`src/rtl/sweep_ctrl.sv`:
```
// Frequency sweep sequencer: steps a frequency word from start to stop, dwelling at each point.
// Optional macro SWEEP_BIDIR_EN enables descending sweeps when start > stop.
module sweep_ctrl #(
    parameter int FWORD_WIDTH = 32,
    parameter int DWELL_WIDTH = 32
) (
    input  logic                   clk,
    input  logic                   rst,
    input  logic                   param_wen,
    input  logic [FWORD_WIDTH-1:0] sweep_start_fword,
    input  logic [FWORD_WIDTH-1:0] sweep_stop_fword,
    input  logic [FWORD_WIDTH-1:0] sweep_step_fword,
    input  logic [DWELL_WIDTH-1:0] sweep_dwell,
    input  logic                   sweep_start,
    input  logic                   sweep_abort,
    output logic [FWORD_WIDTH-1:0] sweep_fword,
    output logic                   fword_wen,
    output logic                   point_valid,
    output logic [15:0]            point_idx,
    output logic                   sweep_busy,
    output logic                   sweep_done,
    output logic                   sweep_err
);

    typedef enum logic [1:0] {
        IDLE  = 2'd0,
        DWELL = 2'd1,
        STEP  = 2'd2
    } state_t;

    state_t                 state_q;
    logic [FWORD_WIDTH-1:0] start_buf_q;
    logic [FWORD_WIDTH-1:0] stop_buf_q;
    logic [FWORD_WIDTH-1:0] step_buf_q;
    logic [DWELL_WIDTH-1:0] dwell_buf_q;
    logic [DWELL_WIDTH-1:0] cnt_q;
    logic                   dir_down_q;
    logic [FWORD_WIDTH-1:0] fword_q;
    logic                   fwen_q;
    logic                   valid_q;
    logic [15:0]            idx_q;
    logic                   busy_q;
    logic                   done_q;
    logic                   err_q;

    logic [FWORD_WIDTH:0]   sum_up;
    logic [FWORD_WIDTH:0]   diff_dn;
    logic [DWELL_WIDTH-1:0] dwell_lim;
    logic                   last_pt_d;
    logic [FWORD_WIDTH-1:0] next_fword_d;
    logic                   start_down_d;
    logic                   start_reject_d;

    function automatic logic last_up(input logic [FWORD_WIDTH:0]   nxt,
                                     input logic [FWORD_WIDTH-1:0] cur,
                                     input logic [FWORD_WIDTH-1:0] stop,
                                     input logic [FWORD_WIDTH-1:0] step);
        return nxt[FWORD_WIDTH] || (nxt[FWORD_WIDTH-1:0] > stop) ||
               (cur == stop) || (step == '0);
    endfunction

    function automatic logic last_dn(input logic [FWORD_WIDTH:0]   nxt,
                                     input logic [FWORD_WIDTH-1:0] cur,
                                     input logic [FWORD_WIDTH-1:0] stop,
                                     input logic [FWORD_WIDTH-1:0] step);
        return nxt[FWORD_WIDTH] || (nxt[FWORD_WIDTH-1:0] < stop) ||
               (cur == stop) || (step == '0);
    endfunction

    // One extra bit so the carry/borrow of the step is visible to the last-point test.
    assign sum_up  = {1'b0, fword_q} + {1'b0, step_buf_q};
    assign diff_dn = {1'b0, fword_q} - {1'b0, step_buf_q};

    assign dwell_lim = (dwell_buf_q == '0) ? '0 : dwell_buf_q - DWELL_WIDTH'(1);

    assign last_pt_d    = dir_down_q ? last_dn(diff_dn, fword_q, stop_buf_q, step_buf_q)
                                     : last_up(sum_up, fword_q, stop_buf_q, step_buf_q);
    assign next_fword_d = dir_down_q ? diff_dn[FWORD_WIDTH-1:0] : sum_up[FWORD_WIDTH-1:0];

`ifdef SWEEP_BIDIR_EN
    assign start_down_d   = (start_buf_q > stop_buf_q);
    assign start_reject_d = 1'b0;
`else
    assign start_down_d   = 1'b0;
    assign start_reject_d = (start_buf_q > stop_buf_q);
`endif

    always_ff @(posedge clk or posedge rst) begin
        if (rst) begin
            state_q     <= IDLE;
            start_buf_q <= '0;
            stop_buf_q  <= '0;
            step_buf_q  <= '0;
            dwell_buf_q <= '0;
            cnt_q       <= '0;
            dir_down_q  <= 1'b0;
            fword_q     <= '0;
            fwen_q      <= 1'b0;
            valid_q     <= 1'b0;
            idx_q       <= '0;
            busy_q      <= 1'b0;
            done_q      <= 1'b0;
            err_q       <= 1'b0;
        end else begin
            fwen_q  <= 1'b0;
            valid_q <= 1'b0;
            done_q  <= 1'b0;
            err_q   <= 1'b0;

            if ((state_q == IDLE) && param_wen) begin
                start_buf_q <= sweep_start_fword;
                stop_buf_q  <= sweep_stop_fword;
                step_buf_q  <= sweep_step_fword;
                dwell_buf_q <= sweep_dwell;
            end

            // Abort overrides every state, including a simultaneous start in IDLE.
            if (sweep_abort) begin
                state_q <= IDLE;
                busy_q  <= 1'b0;
            end else begin
                case (state_q)
                    IDLE: begin
                        if (sweep_start) begin
                            if (start_reject_d) begin
                                err_q <= 1'b1;
                            end else begin
                                fword_q    <= start_buf_q;
                                fwen_q     <= 1'b1;
                                idx_q      <= '0;
                                cnt_q      <= '0;
                                busy_q     <= 1'b1;
                                dir_down_q <= start_down_d;
                                state_q    <= DWELL;
                            end
                        end
                    end
                    DWELL: begin
                        cnt_q <= cnt_q + DWELL_WIDTH'(1);
                        if (cnt_q == dwell_lim) begin
                            valid_q <= 1'b1;
                            state_q <= STEP;
                        end
                    end
                    STEP: begin
                        if (last_pt_d) begin
                            done_q  <= 1'b1;
                            busy_q  <= 1'b0;
                            state_q <= IDLE;
                        end else begin
                            fword_q <= next_fword_d;
                            fwen_q  <= 1'b1;
                            idx_q   <= idx_q + 16'd1;
                            cnt_q   <= '0;
                            state_q <= DWELL;
                        end
                    end
                    default: state_q <= IDLE;
                endcase
            end
        end
    end

    assign sweep_fword = fword_q;
    assign fword_wen   = fwen_q;
    assign point_valid = valid_q;
    assign point_idx   = idx_q;
    assign sweep_busy  = busy_q;
    assign sweep_done  = done_q;
    assign sweep_err   = err_q;

endmodule

```
`config.mk`:
```
export PLATFORM = sky130hd
export DESIGN_NAME = sweep_ctrl
export DESIGN_NICKNAME = d
export VERILOG_FILES = /design/src/rtl/sweep_ctrl.sv
export SDC_FILE = /design/constraint.sdc
export NUM_CORES = 1
export LEC_CHECK = 0
export CORE_ASPECT_RATIO = 0.5
export CORE_MARGIN = 4
export CORE_UTILIZATION = 58
export CTS_BUF_LIST = sky130_fd_sc_hd__clkbuf_4
export CTS_CLUSTER_DIAMETER = 150
export CTS_CLUSTER_SIZE = 28
export DETAILED_ROUTE_END_ITERATION = 6
export PLACE_DENSITY = 0.83
export SETUP_SLACK_MARGIN = 0.2
export SKIP_CTS_REPAIR_TIMING = 1
export SLEW_MARGIN = 15
export SYNTH_ARGS = -nofsm -noshare
export SYNTH_HDL_FRONTEND = slang
export SYNTH_SLANG_ARGS = --single-unit
export TNS_END_PERCENT = 5
```
`constraint.sdc`:
```
create_clock -name clk -period 8.4 [get_ports clk]
set_clock_uncertainty 0.05 [all_clocks]
set_input_delay 1.26 -clock clk [delete_from_list [all_inputs] [get_ports clk]]
set_output_delay 1.26 -clock clk [all_outputs]
set_load 0.005 [all_outputs]
```
### Yosys cells after proc, flatten, opt, wreduce, memory -nomap -nowiden

Cells that the tools add are included.

| word-level totals | value |
|---|---|
| register bits after elaboration | 215 |
| word-level logic and storage cells | 84 |
| output and inout bits | 53 |
| memory bits (read-only) | 0 |
| bits in writable memories | 0 |
| input bits | 133 |
| bits in latches | 0 |
| memories | 0 |

| cells by class | value |
|---|---|
| reduce and logical (&&, ||, !) cells | 14 |
| bitwise operators | 1 |
| equality and inequality tests | 11 |
| divide/modulo/power cells | 0 |
| multipliers | 0 |
| muxes and demuxes | 39 |
| shift operators | 0 |
| $add $sub $neg | 4 |
| order comparisons | 2 |

Operators by type and width:

| operator | number |
|---|---|
| two-way mux 32 bit | 7 |
| one-hot mux 32 bit (3 select lines) | 1 |
| == test 32 bit | 2 |
| greater-than comparator 32 bit | 2 |
| logical NOT 32 bit | 2 |
| one-hot mux 32 bit (2 select lines) | 1 |
| two-way mux 16 bit | 3 |
| adder 32 x 32 -> 33 bit | 1 |
| adder 32 x 1 -> 32 bit (second input constant) | 1 |
| one-hot mux 16 bit (2 select lines) | 1 |
| subtractor 32 x 1 -> 32 bit (second input constant) | 1 |
| two-way mux 1 bit | 19 |
| adder 16 x 1 -> 16 bit (second input constant) | 1 |
| inequality test 3 bit (second input constant) | 4 |
| AND reduction 5 bit | 2 |
| two-way mux 2 bit | 4 |
| inequality test 2 bit (second input constant) | 3 |
| one-hot mux 2 bit (3 select lines) | 1 |
| nonzero test 3 bit | 2 |
| one-hot mux 1 bit (2 select lines) | 2 |
| AND reduction 4 bit | 1 |
| logical OR 1 bit | 3 |
| AND reduction 3 bit | 1 |
| == test 2 x 1 -> 1 bit (second input constant) | 1 |
| 5 further kinds | 5 |

### Logic depth before layout (Yosys ltp)

Gate-level depths: netlist of run 1.

| depth | value |
|---|---|
| depth after elaboration | 8 |
| depth in mapped cells | 22 |
| mapped depth without buffers | 21 |

### Worst setup path before layout of run 1

No wires, ideal clock.

| timing path | value |
|---|---|
| path type | register -> register |
| start point | register fword_q[10], in the netlist sweep_fword[10] |
| end point | register fword_q[0], in the netlist sweep_fword[0] |
| path buffers | 2 |
| setup time | 141 ps |
| setup slack | 3335 ps |
| stages on the path, launching flop included | 19 |
| arrival | 4874 ps |
| cell sequence | dfrtp_1 > ha_1 > nand4_1 > o311ai_0 > a21boi_0 > o21ai_0 > xor2_1 > ha_1 > a21oi_1 > o21ai_0 > a221o_1 > a22o_1 > a21oi_1 > nand4_1 > and2_0 > clkinv_1 > clkbuf_1 > buf_1 > a31oi_1 |

| between the ends | value |
|---|---|
| word-level cells in the longest chain between the ends | 7 |

RTL lines:

| item | line | text |
|---|---|---|
| start, declared | 38 | `logic [FWORD_WIDTH-1:0] fword_q;` |
| start signal, assigned | 128 | `fword_q <= start_buf_q;` |
| start signal, assigned | 151 | `fword_q <= next_fword_d;` |
| adder 32 x 32 -> 33 bit | 71 | `assign sum_up = {1'b0, fword_q} + {1'b0, step_buf_q};` |
| greater-than comparator 32 bit | 58 | `return nxt[FWORD_WIDTH] \|\| (nxt[FWORD_WIDTH-1:0] > stop) \|\|` |
| logical OR 1 bit | 58 |  |
| logical OR 1 bit (*) | 58 |  |
| logical OR 1 bit (*) | 59 | `(cur == stop) \|\| (step == '0);` |
| inequality test 2 bit (no line) (*) | - |  |
| AND reduction 5 bit (no line) (*) | - |  |

Every way passes the cells marked *; elsewhere a longest branch is shown, timed or not.
A chain may end at the register's enable or synchronous reset.

### Worst setup path after layout of run 1

| timing path | value |
|---|---|
| start point | register fword_q[1], in the netlist sweep_fword[1] |
| end point | register fword_q[1], in the netlist sweep_fword[1] |

| between the ends | value |
|---|---|
| word-level cells in the longest chain between the ends | 7 |

RTL lines:

| item | line |
|---|---|
| adder 32 x 32 -> 33 bit | 71 |
| greater-than comparator 32 bit | 58 |
| logical OR 1 bit (2 in series) | 58 |
| logical OR 1 bit | 59 |
| inequality test 2 bit (no line) | - |
| AND reduction 5 bit (no line) | - |

Parallel ways exist; a longest one is shown, timed or not. The select of a mux whose other input is x is not followed.

==> run summary, run 1 <==
first-pass GRT wire length -> 65.4 mm
# Max-Cap Violations -> 0
Setup crit start kind -> flop
crit path DAT -> 7380 ps
Yosys warning total -> 0
CTS clock-pin slew for the worst setup and hold paths -> 290 ps
worst skew pair latency -> 690 ps
initial antenna violation count -> 1
Initial Util -> 60.3%
PwrDens -> 301 nW/um^2
CTS buffer count -> 11
asr flop ratio synth -> 100%
Starting DRT DRC Count -> 1107
Synth Cell Area -> 14100 sq um
# fillers -> 1862
port bufs -> 185
cell count after synthesis -> 1521
post-place setup slack -> 1830 ps
DRT Wirelength -> 41.0 mm
syn avg cell area -> 9.25 sq um
Worst Path Max Fanout -> 62
highest routed layer -> met4
fin crit share -> 81.0%
Critical Path RT -> 8970 ps
syn_nets -> 1754
#FFs+latches synth -> 215
CTS H-tree depth -> 1
fin crit period -> 6800 ps
# rows -> 39
Netlist cell types -> 78
Area Overhead vs Synth -> 15.4%
Max Slew Vio Count -> 0
Post-synth EDFFs -> 0
largest net degree at the start of global routing -> 137
Main synth FF type -> dfrtp_1
CTS tree -> built
fmax -> 147 MHz
Met1 Routed Length -> 18.0 mm
vias per cell -> 6.29
clock buffer depth -> 3
first drt pass iteration count -> 6
Met3 Routed Length -> 2.43 mm
Worst Hold Depth -> 2
worst slew pin tran -> 1050 ps
total global-route track usage -> 29.4%
Hold Crit Class -> flop to flop
die footprint -> 27000 sq um
vias -> 12400
final setup vio count -> 0
GRT overflow -> 0
height of the die -> 118 um
RSZ-0062 raised after global routing -> false
final setup margin -> 1600 ps
HPWL Detailed -> 31.7 mm
core footprint -> 23300 sq um
DR WL/cell -> 20.8 um
Detail Route met2 WL -> 19.3 mm
Crit Path Class -> flop to flop
Worst Reg-to-Reg Cells -> 21
Hold Vio Cnt, Final -> 0
post-route setup TNS -> 0 ps
Root Driver -> clkbuf_4
GPL Wtd Cong -> 0.972
Seq/Total Area, Yosys -> 38.2%
Die Wd -> 228 um
status -> complete, no violations
clk sinks -> 215
IO Pins -> 186
vias in the first global route -> 12200
nets -> 1900
Setup crit end kind -> flop
Register Area -> 5380 sq um
DRC viols -> 0
Slew HR -> 30.0%
DRT antenna net count -> 0
layout cells sized above 1 -> 8.04%
VDD IR-drop max -> 0.232 mV
multi-input logic area -> 8190 sq um
Static Leak -> 6.82 nW
[flip-flops by register name (all words and copies together), names as in the netlist]
register,count
point_idx,16
dwell_buf_q,32
sweep_done,1
sweep_busy,1
fword_wen,1
stop_buf_q,32
point_valid,1
step_buf_q,32
sweep_err,1
state_q,2
sweep_fword,32
cnt_q,32
start_buf_q,32
[synthesized netlist by cell type (all sizes together), types with 6 or more instances]
cell type	n	area [sq um]
a211o	6	52.6
a211oi	9	67.6
a21o	20	150
a21oi	71	355
a31oi	38	238
and2	14	87.6
and3	21	131
and4	7	62.6
buf	12	61.3
clkbuf	49	184
dfrtp	215	5380
ha	99	1240
inv	68	255
mux2	90	1010
mux2i	12	120
nand2	168	631
nand2b	15	93.8
nand3	40	218
nand4	47	294
nor2	100	375
nor2b	7	43.8
nor3	37	206
nor3b	9	67.6
nor4	36	280
o211ai	12	90.1
o21a	8	60.1
o21ai	97	485
or3	15	93.8
or4	10	86.3
xnor2	58	508
xor2	49	429
[through the flow]
| step | instances | util [%] | instance area, sq um | power (mW) | hold slack (ps) |
|---|---|---|---|---|---|
| after floorplan | 1521 | - | 14100 | 3.47 | 453 |
| after global placement | 1961 | 69.2 | 16100 | 4.33 | 466 |
| after detailed placement | 1961 | 69.2 | 16100 | 4.45 | 457 |
| after CTS | 1973 | 69.6 | 16200 | 4.84 | 492 |
| after global routing | 1974 | 69.6 | 16200 | 5.26 | 519 |
| final | 1974 | 69.6 | 16200 | 4.89 | 494 |
[final timing paths]
| kind | startpoint | to | slack [ps] |
|---|---|---|---|
| min in group asynchronous | rst | cnt_q[8] | 1090 |
| worst max-delay path | sweep_fword[1] | sweep_fword[1] | 1600 |
| worst max register to register | sweep_fword[1] | sweep_fword[1] | 1600 |
| worst min-delay path | start_buf_q[21] | sweep_fword[21] | 490 |
| max in group asynchronous | rst | step_buf_q[19] | 5640 |
| worst min register to register | start_buf_q[21] | sweep_fword[21] | 490 |
[area by class of cell]
cell class                 count  area share (%)
antenna                        1          0.0154
clock buffer                  11           0.508
clock inverter                 1          0.0693
inverter                      69            1.64
multi-input combinational   1176            50.5
sequential                   215            33.1
tap                          307            2.37
timing repair buffer         194            11.8
[per-layer routing]
| metal | up-vias | GRT usage (%) |
|---|---|---|
| met4 | 0 | 8.52 |
| met3 | 80 | 3.49 |
| li1 | 5829 | - |
| met2 | 466 | 49.7 |
| met1 | 6042 | 40.4 |
| met5 | - | 0 |
[cells in the final DEF, fill, tap and decap left out, types with 6 or more instances in the layout]
cell type	n
ha_1	99
mux2_2	90
a211o_1	6
and4_1	6
or3_1	15
nand2b_1	15
clkdlybuf4s50_1	185
nor3b_1	9
xnor2_1	58
xor2_1	49
inv_1	67
o21a_1	8
o21ai_0	92
nand2_1	168
buf_4	9
dfrtp_1	215
nand4_1	47
or4_1	7
nand3_1	38
a21oi_1	71
clkbuf_4	11
nor2_1	99
and3_1	21
nor4_1	30
a31oi_1	38
mux2i_1	12
o211ai_1	12
a21o_1	20
a211oi_1	9
nor2b_1	7
and2_1	11
nor3_1	34
[cells by family after synthesis]
logic type	count (synthesis)	synth area share [%]
compound gates	325	14.6
xor+xnor	107	6.66
fa+ha+maj	100	8.94
buf+inv	130	3.58
flops	215	38.2
mux	102	8.05
simple gates	542	19.9
[power by group]
part | internal (mW) | switching, mW | total (mW)
registers | 1.27 | 0.320 | 1.59
clock network | 0.0649 | 0.325 | 0.390
logic | 1.27 | 1.65 | 2.91
total | 2.60 | 2.29 | 4.89
[critical path, cell delays in order, from the launching register on]
cell      delay, ps
dfrtp_1         490
ha_1            340
a211oi_1        300
o211ai_1        220
nand3_1         140
o311ai_0        160
buf_4           200
a221oi_1        560
o21ai_0         280
xor2_1          210
ha_1            320
a21o_1          190
a21o_1          170
a221o_1         290
a22o_1          190
a21oi_1         390
nand4_1         510
and2_0          330
inv_2           460
buf_4           640
o211ai_1        180
o21ai_0         110
No activity file was read; power rests on OpenSTA's default activity.
==> run 2: changes to the inputs <==
- clock period: 8.4 -> 6.94 ns (I/O delays scaled with it)
==> run 2 against run 1 <==
Compared with the run above:
- core utilization increased by 0.21 points
- worst setup slack worse by 880 ps
- sequential cell count did not move
- count of clock-buffer cells in the layout unchanged
- total power is 21% higher
- critical path type unchanged
- highest routed layer unchanged
==> run summary, run 2 (synthesized netlist as in run 1, its figures left out) <==
Die Wd -> 228 um (unchanged)
GPL Wtd Cong -> 0.978 (+0.60%)
CTS tree -> built
DRT Wirelength -> 41.4 mm (+0.96%)
GRT overflow -> 0 (unchanged)
placed cell count -> 1962 (+0.051%)
core footprint -> 23300 sq um (unchanged)
commonest non-fill, non-tap cells in the layout -> dfrtp_1 (215), clkdlybuf4s50_1 (185), nand2_1 (168), nor2_1 (99), ha_1 (99)
HPWL Detailed -> 32.1 mm (+1.2%)
Critical Path RT -> 7500 ps (-1470 ps)
first drt pass iteration count -> 6 (unchanged)
Crit Path Class -> flop to flop
Root Driver -> clkbuf_4
post-place setup slack -> 905 ps (-926 ps)
CTS clock-pin slew for the worst setup and hold paths -> 280 ps (about the same)
crit path DAT -> 6780 ps (-600 ps)
status -> complete, no violations
Initial Util -> 60.3% (unchanged)
Max Slew Vio Count -> 0 (unchanged)
vias per cell -> 6.29 (about the same)
clock buffer depth -> 3 (unchanged)
Hold Vio Cnt, Final -> 0 (unchanged)
PwrDens -> 362 nW/um^2 (+20%)
Area Overhead vs Synth -> 15.7%
# Max-Cap Violations -> 0 (unchanged)
CTS H-tree depth -> 1 (unchanged)
final setup vio count -> 0 (unchanged)
delay of the slowest critical-path stage -> 500 ps (-140 ps)
CTS buffer count -> 11 (unchanged)
final cell count without fillers -> 1976 (+0.10%)
VDD IR-drop max -> 0.313 mV (+35%)
fin crit share -> 89.7% (+8.7 points)
slowest CP cell -> dfrtp_1
Hold Crit Class -> flop to flop
Starting DRT DRC Count -> 1024 (-7.5%)
Static Leak -> 6.83 nW (+0.24%)
most common cell after layout, fill and taps aside -> dfrtp_1
nets -> 1902 (+0.11%)
port bufs -> 185 (unchanged)
RSZ-0062 raised after global routing -> false
Worst Path Max Fanout -> 62 (unchanged)
die footprint -> 27000 sq um (unchanged)
Setup crit end kind -> flop
first-pass GRT wire length -> 66.1 mm (+1.2%)
DRT antenna net count -> 0 (unchanged)
initial antenna violation count -> 1 (unchanged)
# rows -> 39 (unchanged)
IO Pins -> 186 (unchanged)
post-route setup TNS -> 0 ps (unchanged)
layout cells sized above 1 -> 8.15% (+0.11 points)
Placed Area -> 16200 sq um (+0.18%)
total global-route track usage -> 29.7% (+0.33 points)
final setup margin -> 715 ps (-881 ps)
vias -> 12400 (+0.11%)
Slew HR -> 25.0% (-5.0 points)
vias in the first global route -> 12000 (-1.1%)
DRC viols -> 0 (unchanged)
Final Cell Area -> 16300 sq um (+0.30%)
worst skew pair latency -> 680 ps (about the same)
worst slew pin tran -> 1120 ps (+75.2 ps)
height of the die -> 118 um (unchanged)
fin crit period -> 6220 ps (-579 ps)
crit path cell chain -> ha_1 > a211oi_1 > o211ai_1 > nand3_1 > o311ai_0 > buf_4 > a221oi_1 > o21ai_0 > xor2_1 > ha_1 > a21o_1 > a21o_1 > a221o_1 > a22o_1 > a21oi_1 > nand4_1 > and2_0 > inv_2 > buf_12 > nor2_1 > a31oi_1
fmax -> 161 MHz (+9.3%)
DR WL/cell -> 21.0 um (+0.85%)
clk sinks -> 215 (unchanged)
Setup crit start kind -> flop
largest net degree at the start of global routing -> 169 (+23%)
-- run 2: changes by cell type in the layout (fill, tap and decap cells not counted) --
cell and change:
clkinvlp_4 +1, buf_4 -1, inv_8 -1, buf_12 +3
-- run 2: final timing paths --
| kind | from | to | slack, ps | depth (start not counted) |
|---|---|---|---|---|
| worst min register to register | point_idx[15] | point_idx[15] | 510 | 2 |
| max in group asynchronous | rst | sweep_fword[10] | 4860 | 3 |
| worst max register to register | sweep_fword[1] | sweep_fword[8] | 720 | 21 |
| worst max-delay path | sweep_fword[1] | sweep_fword[8] | 720 | 21 |
| worst min-delay path | point_idx[15] | point_idx[15] | 510 | 2 |
| min in group asynchronous | rst | cnt_q[27] | 630 | 2 |
-- run 2: critical path, delay by kind of cell, from the launching register on --
kind,cells,cell delay [ps]
compound gates,11,2730
simple gates,4,1050
buf+inv,3,920
fa+ha+maj,2,670
flops,1,500
xor+xnor,1,210
-- run 2: layer usage --
metal / up-vias / global-route usage, % / part of all wire, %
met5: - / 0 / 0
met3: 64 / 2.74 / 5.0
met1: 6104 / 41.5 / 44
met2: 431 / 50.8 / 48
met4: 0 / 6.91 / 2.6
li1: 5832 / - / -
-- run 2: power breakdown --
| part | internal (mW) | switching, mW | total [mW] |
|---|---|---|---|
| Clock | 0.0786 | 0.384 | 0.463 |
| Sequential | 1.53 | 0.384 | 1.92 |
| Combinational | 1.54 | 1.98 | 3.52 |
| Total | 3.15 | 2.75 | 5.90 |
-- run 2: cell type report --
cell class | count | area [sq um]
Multi-Input combinational cell | 1176 | 8190
Fill cell | 1862 | 7040
Sequential cell | 215 | 5380
Timing Repair Buffer | 196 | 1970
Tap cell | 307 | 384
Inverter | 69 | 263
Clock buffer | 11 | 82.6
Clock inverter | 1 | 11.3
Antenna cell | 1 | 2.50
-- run 2: per-stage QoR --
step                      total power, mW  util (%)  hold slack (ps)
after floorplan                      4.20         -              453
after global placement               5.25      69.3              480
after detailed placement             5.37      69.3              488
after CTS                            5.85      69.7              521
after global routing                 6.37      69.8              537
final                                5.90      69.8              514
